### src/rtl/shift_sequencer_pkg.sv
// Op codes and state encoding shared by the shift sequencer and the
// benches that drive the downstream universal shift register.
package shift_sequencer_pkg;

  typedef logic [1:0] op_t;

  localparam op_t OP_NOP  = 2'b00;
  localparam op_t OP_SHR  = 2'b01;
  localparam op_t OP_SHL  = 2'b10;
  localparam op_t OP_LOAD = 2'b11;

  typedef enum logic [1:0] {
    ST_IDLE  = 2'b00,
    ST_DRIVE = 2'b01,
    ST_DONE  = 2'b10
  } seq_state_t;

endpackage

### src/rtl/shift_sequencer.sv
// Command sequencer that drives sel/p_out/serial fill bits of a downstream
// universal shift register for load, right-shift and left-shift commands.
//
// state    | meaning
// ---------+-----------------------------------------------------------
// ST_IDLE  | waiting for a command, cmd_ready high
// ST_DRIVE | one drive cycle per shift (or the single load cycle)
// ST_DONE  | one-cycle done pulse, then back to idle
module shift_sequencer
  import shift_sequencer_pkg::*;
#(
  parameter int WIDTH = 4,
  parameter int CNT_W = 3
) (
  input  logic             clk,
  input  logic             rst_n,
  input  logic             cmd_valid,
  output logic             cmd_ready,
  input  logic [1:0]       cmd_op,
  input  logic [CNT_W-1:0] cmd_count,
  input  logic [WIDTH-1:0] cmd_data,
  output logic [1:0]       sel,
  output logic [WIDTH-1:0] p_out,
  output logic             serial_right,
  output logic             serial_left,
  output logic             busy,
  output logic             done
);

  localparam logic [CNT_W-1:0] WIDTH_C = CNT_W'(WIDTH);
  localparam logic [CNT_W-1:0] ONE_C   = CNT_W'(1);

  // Shift counts above WIDTH are clamped so the counter can never wrap.
  function automatic logic [CNT_W-1:0] drive_cycles(input logic [1:0] op,
                                                    input logic [CNT_W-1:0] cnt);
    logic [CNT_W-1:0] n;
    case (op)
      OP_LOAD: n = ONE_C;
      OP_NOP:  n = '0;
      default: n = (cnt > WIDTH_C) ? WIDTH_C : cnt;
    endcase
    return n;
  endfunction

  seq_state_t       state, state_nxt;
  logic [CNT_W-1:0] rem, rem_nxt;
  logic [1:0]       op_lat, op_nxt;
  logic [WIDTH-1:0] data_lat, data_nxt;

  logic [1:0]       sel_nxt;
  logic [WIDTH-1:0] p_nxt;
  logic             sr_nxt, sl_nxt, busy_nxt, done_nxt, ready_nxt;

  logic             accept;
  logic [CNT_W-1:0] n_eff;
  logic             drv_en;
  logic [1:0]       drv_op;
  logic [WIDTH-1:0] drv_word;

  assign accept = cmd_valid && cmd_ready && (state == ST_IDLE);
  assign n_eff  = drive_cycles(cmd_op, cmd_count);

  always_ff @(posedge clk or negedge rst_n) begin
    if (!rst_n) begin
      state        <= ST_IDLE;
      rem          <= '0;
      op_lat       <= OP_NOP;
      data_lat     <= '0;
      sel          <= OP_NOP;
      p_out        <= '0;
      serial_right <= 1'b0;
      serial_left  <= 1'b0;
      busy         <= 1'b0;
      done         <= 1'b0;
      cmd_ready    <= 1'b0;
    end else begin
      state        <= state_nxt;
      rem          <= rem_nxt;
      op_lat       <= op_nxt;
      data_lat     <= data_nxt;
      sel          <= sel_nxt;
      p_out        <= p_nxt;
      serial_right <= sr_nxt;
      serial_left  <= sl_nxt;
      busy         <= busy_nxt;
      done         <= done_nxt;
      cmd_ready    <= ready_nxt;
    end
  end

  // Outputs are computed for the next state so that they appear registered
  // in the same cycle the state register enters that state.
  always_comb begin
    state_nxt = state;
    rem_nxt   = rem;
    op_nxt    = op_lat;
    data_nxt  = data_lat;
    drv_en    = 1'b0;
    drv_op    = op_lat;
    drv_word  = data_lat;
    done_nxt  = 1'b0;

    case (state)
      ST_IDLE: begin
        if (accept) begin
          op_nxt = cmd_op;
          if (n_eff == '0) begin
            state_nxt = ST_DONE;
            rem_nxt   = '0;
            data_nxt  = cmd_data;
            done_nxt  = 1'b1;
          end else begin
            state_nxt = ST_DRIVE;
            rem_nxt   = n_eff - ONE_C;
            drv_en    = 1'b1;
            drv_op    = cmd_op;
            drv_word  = cmd_data;
            data_nxt  = cmd_data >> 1;
          end
        end
      end
      ST_DRIVE: begin
        if (rem == '0) begin
          state_nxt = ST_DONE;
          done_nxt  = 1'b1;
        end else begin
          rem_nxt  = rem - ONE_C;
          drv_en   = 1'b1;
          drv_word = data_lat;
          data_nxt = data_lat >> 1;
        end
      end
      ST_DONE: state_nxt = ST_IDLE;
      default: state_nxt = ST_IDLE;
    endcase

    sel_nxt = OP_NOP;
    p_nxt   = '0;
    sr_nxt  = 1'b0;
    sl_nxt  = 1'b0;
    if (drv_en) begin
      sel_nxt = drv_op;
      case (drv_op)
        OP_LOAD: p_nxt  = drv_word;
        OP_SHR:  sr_nxt = drv_word[0];
        OP_SHL:  sl_nxt = drv_word[0];
        default: ;
      endcase
    end

    busy_nxt  = (state_nxt != ST_IDLE);
    ready_nxt = (state_nxt == ST_IDLE);
  end

endmodule

### config.mk
export PLATFORM = sky130hd
export DESIGN_NAME = shift_sequencer
export DESIGN_NICKNAME = d
export VERILOG_FILES = /design/src/rtl/shift_sequencer_pkg.sv /design/src/rtl/shift_sequencer.sv
export SDC_FILE = /design/constraint.sdc
export NUM_CORES = 1
export LEC_CHECK = 0
export ABC_AREA = 1
export CAP_MARGIN = 30
export CORE_MARGIN = 3
export CORE_UTILIZATION = 49
export CTS_CLUSTER_SIZE = 16
export DETAILED_ROUTE_END_ITERATION = 8
export GPL_TIMING_DRIVEN = 0
export PLACE_DENSITY = 0.74
export SLEW_MARGIN = 20
export SYNTH_ARGS = -nofsm -noshare
export SYNTH_HDL_FRONTEND = slang
export SYNTH_SLANG_ARGS = --single-unit
### constraint.sdc
create_clock -name clk -period 1.7 [get_ports clk]
set_clock_uncertainty 0.1 [all_clocks]
set_input_delay 0.17 -clock clk [delete_from_list [all_inputs] [get_ports clk]]
set_output_delay 0.17 -clock clk [all_outputs]
set_load 0.01 [all_outputs]
==> impl_metrics.ini, run 1 <==
[place]
io_buffers = 22
hpwlAfterDp_mm = 1.64
globalplace.congestion = 0.942
place_area_um2 = 1370

[sta]
hold_violations = 0
max_clock_freq_ghz = 0.638
slew_violations = 0
setup_violations = 0
finalCritPeriodShare = 0.922
maxSlewHeadroom = 0.808
hold_ws_ps = 79.4
tightestPinTransition_ps = 287
period_needed_ps = 1570

[setup_path]
cp_slowest_cell = dfrtp_1
end_kind = flip-flop
worstSetupPathType = flip-flop to flip-flop
arrival_ps = 1720
crit_fanout = 6
r2r_cells = 8
cp.required_ps = 1850
crit_path_max_incr_delay_ps = 420
start_kind = flip-flop
cp_cell_sequence = inv_1 > nand2_1 > nor2_1 > inv_1 > nand2_4 > nand2_2 > xor2_1 > nor2_1

[logic_synthesis]
syn-num-nets = 143
syn_area_per_cell_um2 = 8.73
ys_seq_area_frac = 0.493
synth_cell_type_count = 24
syn_inst = 128
syn_area_um2 = 1120
ys_ff_latch = 22
synth_warnings = 0

[route]
drt_iter0_drc = 23
routed_wl_mm = 2.29
wl_per_cell_um = 12.4
ant_nets = 0
drt_first_pass_iters = 4
vias = 935
vias_per_cell = 5.05
drc = 0

[cts]
clkLatencyLatePin_ps = 310
numCtsBuffers = 3
clk_pin_slew_ps = 120
clk_path_buf_depth = 2
tritoncts = done
htree_levels = 1
clock-sinks = 22
cts_root_buf = clkbuf_4

[global_route]
grt_antenna_before_repair = 0
overflow = 0
grt_util_met1 = 0.229
grt_first_pass_wirelength_mm = 3.63
met2_usage = 0.298
grt_pass1_vias = 837
grt_busiest_layer = met2
track_usage = 0.178
grt_max_degree = 23
gr-usage-met3 = 0.0249

[power]
p_leak_nw = 0.735
powerDensity_nw_per_um2 = 1480
ir_drop_v = 0.000955

[finish]
diodes = 0
design_area_um2 = 1500
drive_above_1_share = 0.209
final_nets = 174
areaGrowthSynthToFinish_pct = 33.8

[worst_hold_path]
hold_path_class = input port to flip-flop
min_path_cells = 3

[flow_run]
maxCapViolations = 0

[floorplanning]
die_area_um2 = 2890
start_util = 0.542
rows = 16
die_y_um = 53.8
coreArea_um2 = 2060
die-width_um = 53.8
io_pins = 23

[outcome]
status = completed
## path summary, 6_finish.rpt
check	from	end	slack, ps
worst max-delay path	state[1]$_DFF_PN0_	rem[2]$_DFFE_PN0P_	130
worst min-delay path	cmd_op[0]	op_lat[0]$_DFFE_PN0P_	80
worst max register to register	state[1]$_DFF_PN0_	rem[2]$_DFFE_PN0P_	130
worst min register to register	op_lat[1]$_DFFE_PN0P_	op_lat[1]$_DFFE_PN0P_	400
max in group asynchronous	rst_n	rem[0]$_DFFE_PN0P_	560
min in group asynchronous	rst_n	done$_DFF_PN0_	530
## report_power, final
group          internal (mW)  switching (mW)  leakage, nW
Combinational          0.457           0.679        0.428
Sequential             0.704          0.0909        0.286
Clock                  0.131           0.155       0.0210
## layout make-up
cell class | count | area, µm²
Multi-Input combinational cell | 83 | 500
Sequential cell | 22 | 551
Tap cell | 27 | 33.8
Fill cell | 165 | 567
Timing Repair Buffer | 26 | 278
Clock buffer | 4 | 36.3
Buffer | 1 | 11.3
Inverter | 22 | 85.1
## cell usage after synthesis (all sizes together)
cell	n	area, µm²
nand2	35	166
dfrtp	22	551
inv	20	77.6
o21ai	12	67.6
nand3	11	67.6
nor2	11	56.3
a21oi	4	20.0
ha	3	37.5
clkinv	2	7.51
a22oi	1	7.51
and2	1	6.26
buf	1	7.51
nand4	1	6.26
nor3	1	16.3
o211ai	1	7.51
o22ai	1	6.26
xor2	1	8.76
## placed cells by master, fill, tap and decap left out, types with 2 or more instances in the layout
cell type	Yosys	final
nand2_4	3	3
nand2_1	27	27
clkbuf_4	0	3
clkinv_1	2	2
o21ai_2	2	3
nor2_2	6	8
dfrtp_1	22	22
clkdlybuf4s50_1	0	20
nand2_2	5	5
o21ai_0	8	6
inv_1	19	18
nand3_1	10	9
a21oi_1	4	4
nor2_1	5	3
o21ai_1	2	3
ha_1	3	2
dlymetal6s2s_1	0	2
## registers in the layout, summed over array words and instances (netlist names), 2 cells and up
register	flops
p_out	4
data_lat	4
sel	2
rem	3
state	2
op_lat	2
## logic make-up (layout without fill, tap and decap cells)
family,Yosys count,after routing,share of synthesized area
AND/OR/NAND/NOR,60,60,0.286
buffers and inverters,23,53,0.0829
flip-flops,22,22,0.493
AO/OA/AOI/OAI,19,19,0.0974
adder cells (fa/ha/maj),3,3,0.0336
XOR/XNOR,1,1,0.00784
## repair_timing
action	in CTS	in global routing
hold buffers	0	1
pin swaps	1	3
setup buffers	0	2
endpoints found under the hold margin	0	5
gates resized for setup	3	8
setup endpoints to repair	10	14
## routing by layer
metal / wire, µm / share of wire
met1: 964 / 0.42
met2: 1140 / 0.50
met3: 147 / 0.064
met4: 37 / 0.016
met5: 0 / 0
## stage by stage
stage / util / std cells / setup TNS, ps / power, mW / setup WS [ps]
6_report: 0.725 / 185 / 0 / 2.22 / 132
4_1_cts: 0.687 / 181 / 0 / 2.15 / 4.64
3_5_place_dp: 0.665 / 177 / -5750 / 1.85 / -430
2_1_floorplan: - / 128 / 0 / 1.52 / 215
5_1_grt: 0.725 / 185 / -14.5 / 2.40 / -14.5
3_3_place_gp: 0.665 / 177 / -5160 / 1.81 / -373
## worst max-delay path, delay by kind of cell, from the launching register on
| family | cells | cell delay [ps] |
|---|---|---|
| AND/OR/NAND/NOR | 5 | 640 |
| flip-flops | 1 | 420 |
| buffers and inverters | 2 | 200 |
| XOR/XNOR | 1 | 130 |
Note: power is estimated with default switching activity, not from simulation.
==> inputs of run 2 (changes only) <==
--- a/config.mk
+++ b/config.mk
@@ -8,11 +8,11 @@
 export ABC_AREA = 1
 export CAP_MARGIN = 30
 export CORE_MARGIN = 3
-export CORE_UTILIZATION = 49
+export CORE_UTILIZATION = 31
 export CTS_CLUSTER_SIZE = 16
 export DETAILED_ROUTE_END_ITERATION = 8
 export GPL_TIMING_DRIVEN = 0
-export PLACE_DENSITY = 0.74
+export PLACE_DENSITY = 0.5
 export SLEW_MARGIN = 20
 export SYNTH_ARGS = -nofsm -noshare
 export SYNTH_HDL_FRONTEND = slang
==> constraint.sdc (replaced) <==
create_clock -name clk -period 1.6 [get_ports clk]
set_clock_uncertainty 0.1 [all_clocks]
set_input_delay 0.16 -clock clk [delete_from_list [all_inputs] [get_ports clk]]
set_output_delay 0.16 -clock clk [all_outputs]
set_load 0.01 [all_outputs]
==> run 2 against run 1 <==
Against the previous run:
- combinational power rose by 9%
- cell count rose by 9.7%
- global-route usage fell by 6.0 points
- highest routed layer unchanged
- maximum frequency rose by 6.4%
- wire length fell by 1.4%
- critical path depth rose by 2
- largest power group unchanged
==> impl_metrics.ini, run 2 (same netlist as run 1, synthesis figures left out) <==
[sta]
setup_violations = 0
hold_violations = 0
rsz0062_at_grt = no
period_needed_ps = 1470
slew_violations = 0
tns_ps = 0
finalCritPeriodShare = 0.921
max_clock_freq_ghz = 0.679
tightestPinTransition_ps = 493
maxSlewHeadroom = 0.670

[global_route]
track_usage = 0.118
grt_first_pass_wirelength_mm = 3.92
grt_max_degree = 14
grt_pass1_vias = 877
grt_antenna_before_repair = 0
overflow = 0

[finish]
final_cell_mix = 26 x nand2_1, 22 x dfrtp_1, 20 x clkdlybuf4s50_1
diodes = 0
areaGrowthSynthToFinish_pct = 37.6
reg_top3 = data_lat x4, p_out x4, rem x3
layout_commonest_cell = nand2_1
final_nets = 173
fin_util = 0.450
drive_above_1_share = 0.229

[setup_path]
cp_cell_sequence = inv_2 > ha_1 > inv_1 > nor2_4 > nor2_4 > inv_2 > nand2_4 > nand2_2 > xor2_1 > nor2_1
r2r_slack_ps = 130
crit_path_max_incr_delay_ps = 390
arrival_ps = 1590
worstSetupPathType = flip-flop to flip-flop
r2r_cells = 10
critPathBufInv = 3
worstReg2RegStart = rem[0]$_DFFE_PN0P_
end_kind = flip-flop
reg2reg_to = rem[2]$_DFFE_PN0P_
cp_slowest_cell = dfrtp_1
cp.required_ps = 1720
crit_fanout = 6
start_kind = flip-flop
crit_family = flip-flops

[place]
globalplace.congestion = 0.743
io_buffers = 22
hpwlAfterDp_mm = 1.72

[cts]
htree_levels = 1
clk_pin_slew_ps = 130
clkLatencyLatePin_ps = 320
clk_path_buf_depth = 2
clock-sinks = 22
cts_root_buf = clkbuf_4
tritoncts = done
numCtsBuffers = 3

[route]
vias_per_cell = 4.43
routed_wl_mm = 2.25
ant_nets = 0
drt_iter0_drc = 32
drc = 0
wl_per_cell_um = 11.1
drt_first_pass_iters = 4
vias = 900

[floorplanning]
coreArea_um2 = 3420
rows = 21
die-width_um = 66.0
die_y_um = 66.0
die_area_um2 = 4360
io_pins = 23
start_util = 0.327

[power]
switchingPower_mw = 1.01
p_total_mw = 2.52
p_int_mw = 1.52
p_leak_nw = 0.725
p_seq_frac = 0.335
ir_drop_v = 0.000492
combPwrFrac = 0.492
pwr-share-clk = 0.173
powerDensity_nw_per_um2 = 1640
switching_share = 0.398

[outcome]
status = completed

[flow_run]
maxCapViolations = 0

[worst_hold_path]
hold_path_class = input port to asynchronous set/reset pin
-- run 2: changes by cell type in the layout (fill, tap and decap cells not counted), moves of 2 or more --
cell / previous run / this run
o21ai_1: 3 / 1
dlymetal6s2s_1: 2 / 0
nor2_4: 0 / 3
dlygate4sd2_1: 0 / 2
nor2_2: 8 / 6
o21ai_0: 6 / 8
-- run 2: power by group through the flow --
stage,registers (mW),logic (mW),clock network (mW)
after floorplan,0.872,0.748,0
after global placement,0.843,1.11,0
after detailed placement,0.850,1.12,0
after CTS,0.837,1.19,0.447
after global routing,0.866,1.42,0.468
final,0.846,1.24,0.437
-- run 2: layer usage --
layer	GRT usage	up-vias	wire length (µm)
li1	-	466	-
met1	0.163	408	1120
met2	0.181	24	1010
met3	0.0153	2	97
met4	0.0533	0	22
met5	0	-	0
-- run 2: worst register-to-register path, delay by kind of cell, from the launching register on --
| family | cells | cell delay (ps) |
|---|---|---|
| xor+xnor | 1 | 140 |
| flops | 1 | 390 |
| fa+ha+maj | 1 | 140 |
| simple gates | 5 | 360 |
| buf+inv | 3 | 240 |
-- run 2: worst max-delay path by stage --
stage                             startpoint                       to  slack (ps)  depth (start not counted)
after floorplan                    cmd_op[0]   serial_right$_DFF_PN0_         120                         10
after global placement             cmd_op[0]   serial_right$_DFF_PN0_        -490                         11
after detailed placement           cmd_op[0]   serial_right$_DFF_PN0_        -500                         11
after CTS                 rem[0]$_DFFE_PN0P_  data_lat[2]$_DFFE_PN0P_          30                          9
after global routing      rem[0]$_DFFE_PN0P_       rem[2]$_DFFE_PN0P_           4                         10
final                     rem[0]$_DFFE_PN0P_       rem[2]$_DFFE_PN0P_         130                         10
-- run 2: per-stage QoR --
step                      hold slack (ps)  instance area [µm²]  std cells  setup WS, ps
final                                55.4                 1540        203           126
after global placement                366                 1400        196          -489
after CTS                            69.3                 1510        202          29.1
after floorplan                      -236                 1120        128           125
after detailed placement              371                 1410        197          -503
after global routing                 93.0                 1540        203          3.76
-- run 2: final cells by class --
type | count | area [µm²]
fill | 356 | 1880
buffer | 1 | 11.3
timing repair buffer | 25 | 260
inverter | 22 | 85.1
clock buffer | 3 | 22.5
sequential | 22 | 551
multi-input combinational | 83 | 520
tap | 46 | 57.6
clock inverter | 1 | 30.0
-- run 2: timing repair --
| item | 4_1_cts | 5_1_grt |
|---|---|---|
| hold buffers | 0 | 0 |
| setup endpoints to repair | 15 | 16 |
| setup buffers | 1 | 1 |
| gates resized for setup | 8 | 7 |
| pin swaps | 1 | 1 |
| endpoints found under the hold margin | 0 | 0 |
==> inputs of run 3 (changes only) <==
--- a/config.mk
+++ b/config.mk
@@ -8,11 +8,11 @@
 export ABC_AREA = 1
 export CAP_MARGIN = 30
 export CORE_MARGIN = 3
-export CORE_UTILIZATION = 31
+export CORE_UTILIZATION = 49
 export CTS_CLUSTER_SIZE = 16
 export DETAILED_ROUTE_END_ITERATION = 8
 export GPL_TIMING_DRIVEN = 0
-export PLACE_DENSITY = 0.5
+export PLACE_DENSITY = 0.74
 export SLEW_MARGIN = 20
 export SYNTH_ARGS = -nofsm -noshare
 export SYNTH_HDL_FRONTEND = slang
==> run 3 against run 2 <==
Against the previous run:
- clock-buffer cell count up 1
- worst hold slack better by 110 ps
- non-clock buffer count up 2
- worst setup slack worse by 23 ps
- sequential share of layout area up 0.90 points
==> impl_metrics.ini, run 3 (same netlist as run 1, synthesis figures left out) <==
[outcome]
status = completed

[cts]
htree_levels = 1
clk_pin_slew_ps = 120
tritoncts = done
clk_path_buf_depth = 2
cts_root_buf = clkbuf_4
clkLatencyLatePin_ps = 310
clock-sinks = 22
numCtsBuffers = 3

[finish]
final_cell_mix = 26 x nand2_1, 22 x dfrtp_1, 20 x clkdlybuf4s50_1
reg_top3 = data_lat x4, p_out x4, rem x3
drive_above_1_share = 0.233
layout_commonest_cell = nand2_1
multiInputGateArea_um2 = 505
final_nets = 175
diodes = 0
filler_cell_count = 168
seq_area_um2 = 551
areaGrowthSynthToFinish_pct = 34.3

[floorplanning]
start_util = 0.542
die_y_um = 53.8
die_area_um2 = 2890
io_pins = 23
rows = 16
coreArea_um2 = 2060
die-width_um = 53.8

[sta]
hold_ws_ps = 170
slew_violations = 0
finalCritPeriodShare = 0.935
rsz0062_at_grt = yes
tightestPinTransition_ps = 287
tns_ps = 0
period_needed_ps = 1500
maxSlewHeadroom = 0.808
hold_violations = 0
setup_violations = 0
max_clock_freq_ghz = 0.668

[setup_path]
worstReg2RegStart = rem[0]$_DFFE_PN0P_
crit_start = rem[0]$_DFFE_PN0P_
cp.required_ps = 1700
crit_fanout = 6
end_kind = flip-flop
start_kind = flip-flop
worstSetupPathType = flip-flop to flip-flop
arrival_ps = 1600

[route]
drt_first_pass_iters = 4
routed_wl_mm = 2.33
drc = 0
drt_iter0_drc = 21
vias_per_cell = 5.02
wl_per_cell_um = 12.5
vias = 934
ant_nets = 0

[global_route]
grt_first_pass_wirelength_mm = 3.83
grt_antenna_before_repair = 0
grt_pass1_vias = 880
track_usage = 0.187
grt_max_degree = 23
overflow = 0

[place]
globalplace.congestion = 0.942
io_buffers = 22
hpwlAfterDp_mm = 1.64

[worst_hold_path]
hold_path_class = input port to flip-flop
min_from = cmd_op[0]

[power]
p_leak_nw = 0.725
ir_drop_v = 0.000975
powerDensity_nw_per_um2 = 1600

[flow_run]
maxCapViolations = 0
run 3: path summary, 6_finish.rpt:
path	slack (ps)	depth (start not counted)	endpoint
worst min-delay path	170	3	op_lat[0]$_DFFE_PN0P_
min in group asynchronous	520	2	cmd_ready$_DFF_PN0_
worst min register to register	400	2	data_lat[0]$_DFFE_PN0P_
max in group asynchronous	480	3	op_lat[1]$_DFFE_PN0P_
worst max register to register	100	9	data_lat[2]$_DFFE_PN0P_
worst max-delay path	100	9	data_lat[2]$_DFFE_PN0P_
run 3: through the flow:
| stage | instances | total power, mW | instance area (µm²) | worst slack [ps] | utilization |
|---|---|---|---|---|---|
| CTS | 183 | 2.34 | 1460 | 5.55 | 0.708 |
| global route | 186 | 2.59 | 1500 | -26.4 | 0.728 |
| detailed placement | 177 | 1.97 | 1370 | -520 | 0.665 |
| floorplan | 128 | 1.62 | 1120 | 125 | - |
| global placement | 177 | 1.92 | 1370 | -463 | 0.665 |
| finish | 186 | 2.39 | 1500 | 104 | 0.728 |
run 3: per-layer routing:
| layer | routed length (µm) | global-route usage |
|---|---|---|
| met4 | 52 | 0.0851 |
| met2 | 1160 | 0.317 |
| met3 | 148 | 0.0249 |
| met1 | 970 | 0.235 |
| met5 | 0 | 0 |
run 3: final cells by class:
class,instances,area share
Buffer,1,0.00751
Clock buffer,4,0.0242
Inverter,22,0.0567
Multi-Input combinational cell,83,0.337
Sequential cell,22,0.367
Tap cell,27,0.0225
Timing Repair Buffer,27,0.185
run 3: where the power goes:
part           switching (mW)  internal [mW]
Clock                   0.170          0.139
Sequential             0.0992          0.748
Combinational           0.729          0.509
run 3: what timing repair did:
action                                  in CTS  in global routing
gates cloned                                 0                  0
setup buffers                                2                  1
resized for setup                            8                  5
pin swaps                                    4                  1
endpoints found under the setup margin      14                 16
hold buffers                                 0                  1
endpoints found under the hold margin        0                  5
run 3: worst max-delay path: stages, from the launching register on:
cell and delay [ps]:
dfrtp_1 410, inv_2 80, ha_1 140, inv_1 40, nor2_2 110, nor2_2 60, nor2_2 210, a21oi_1 70
nand2_1 70, o21ai_0 80
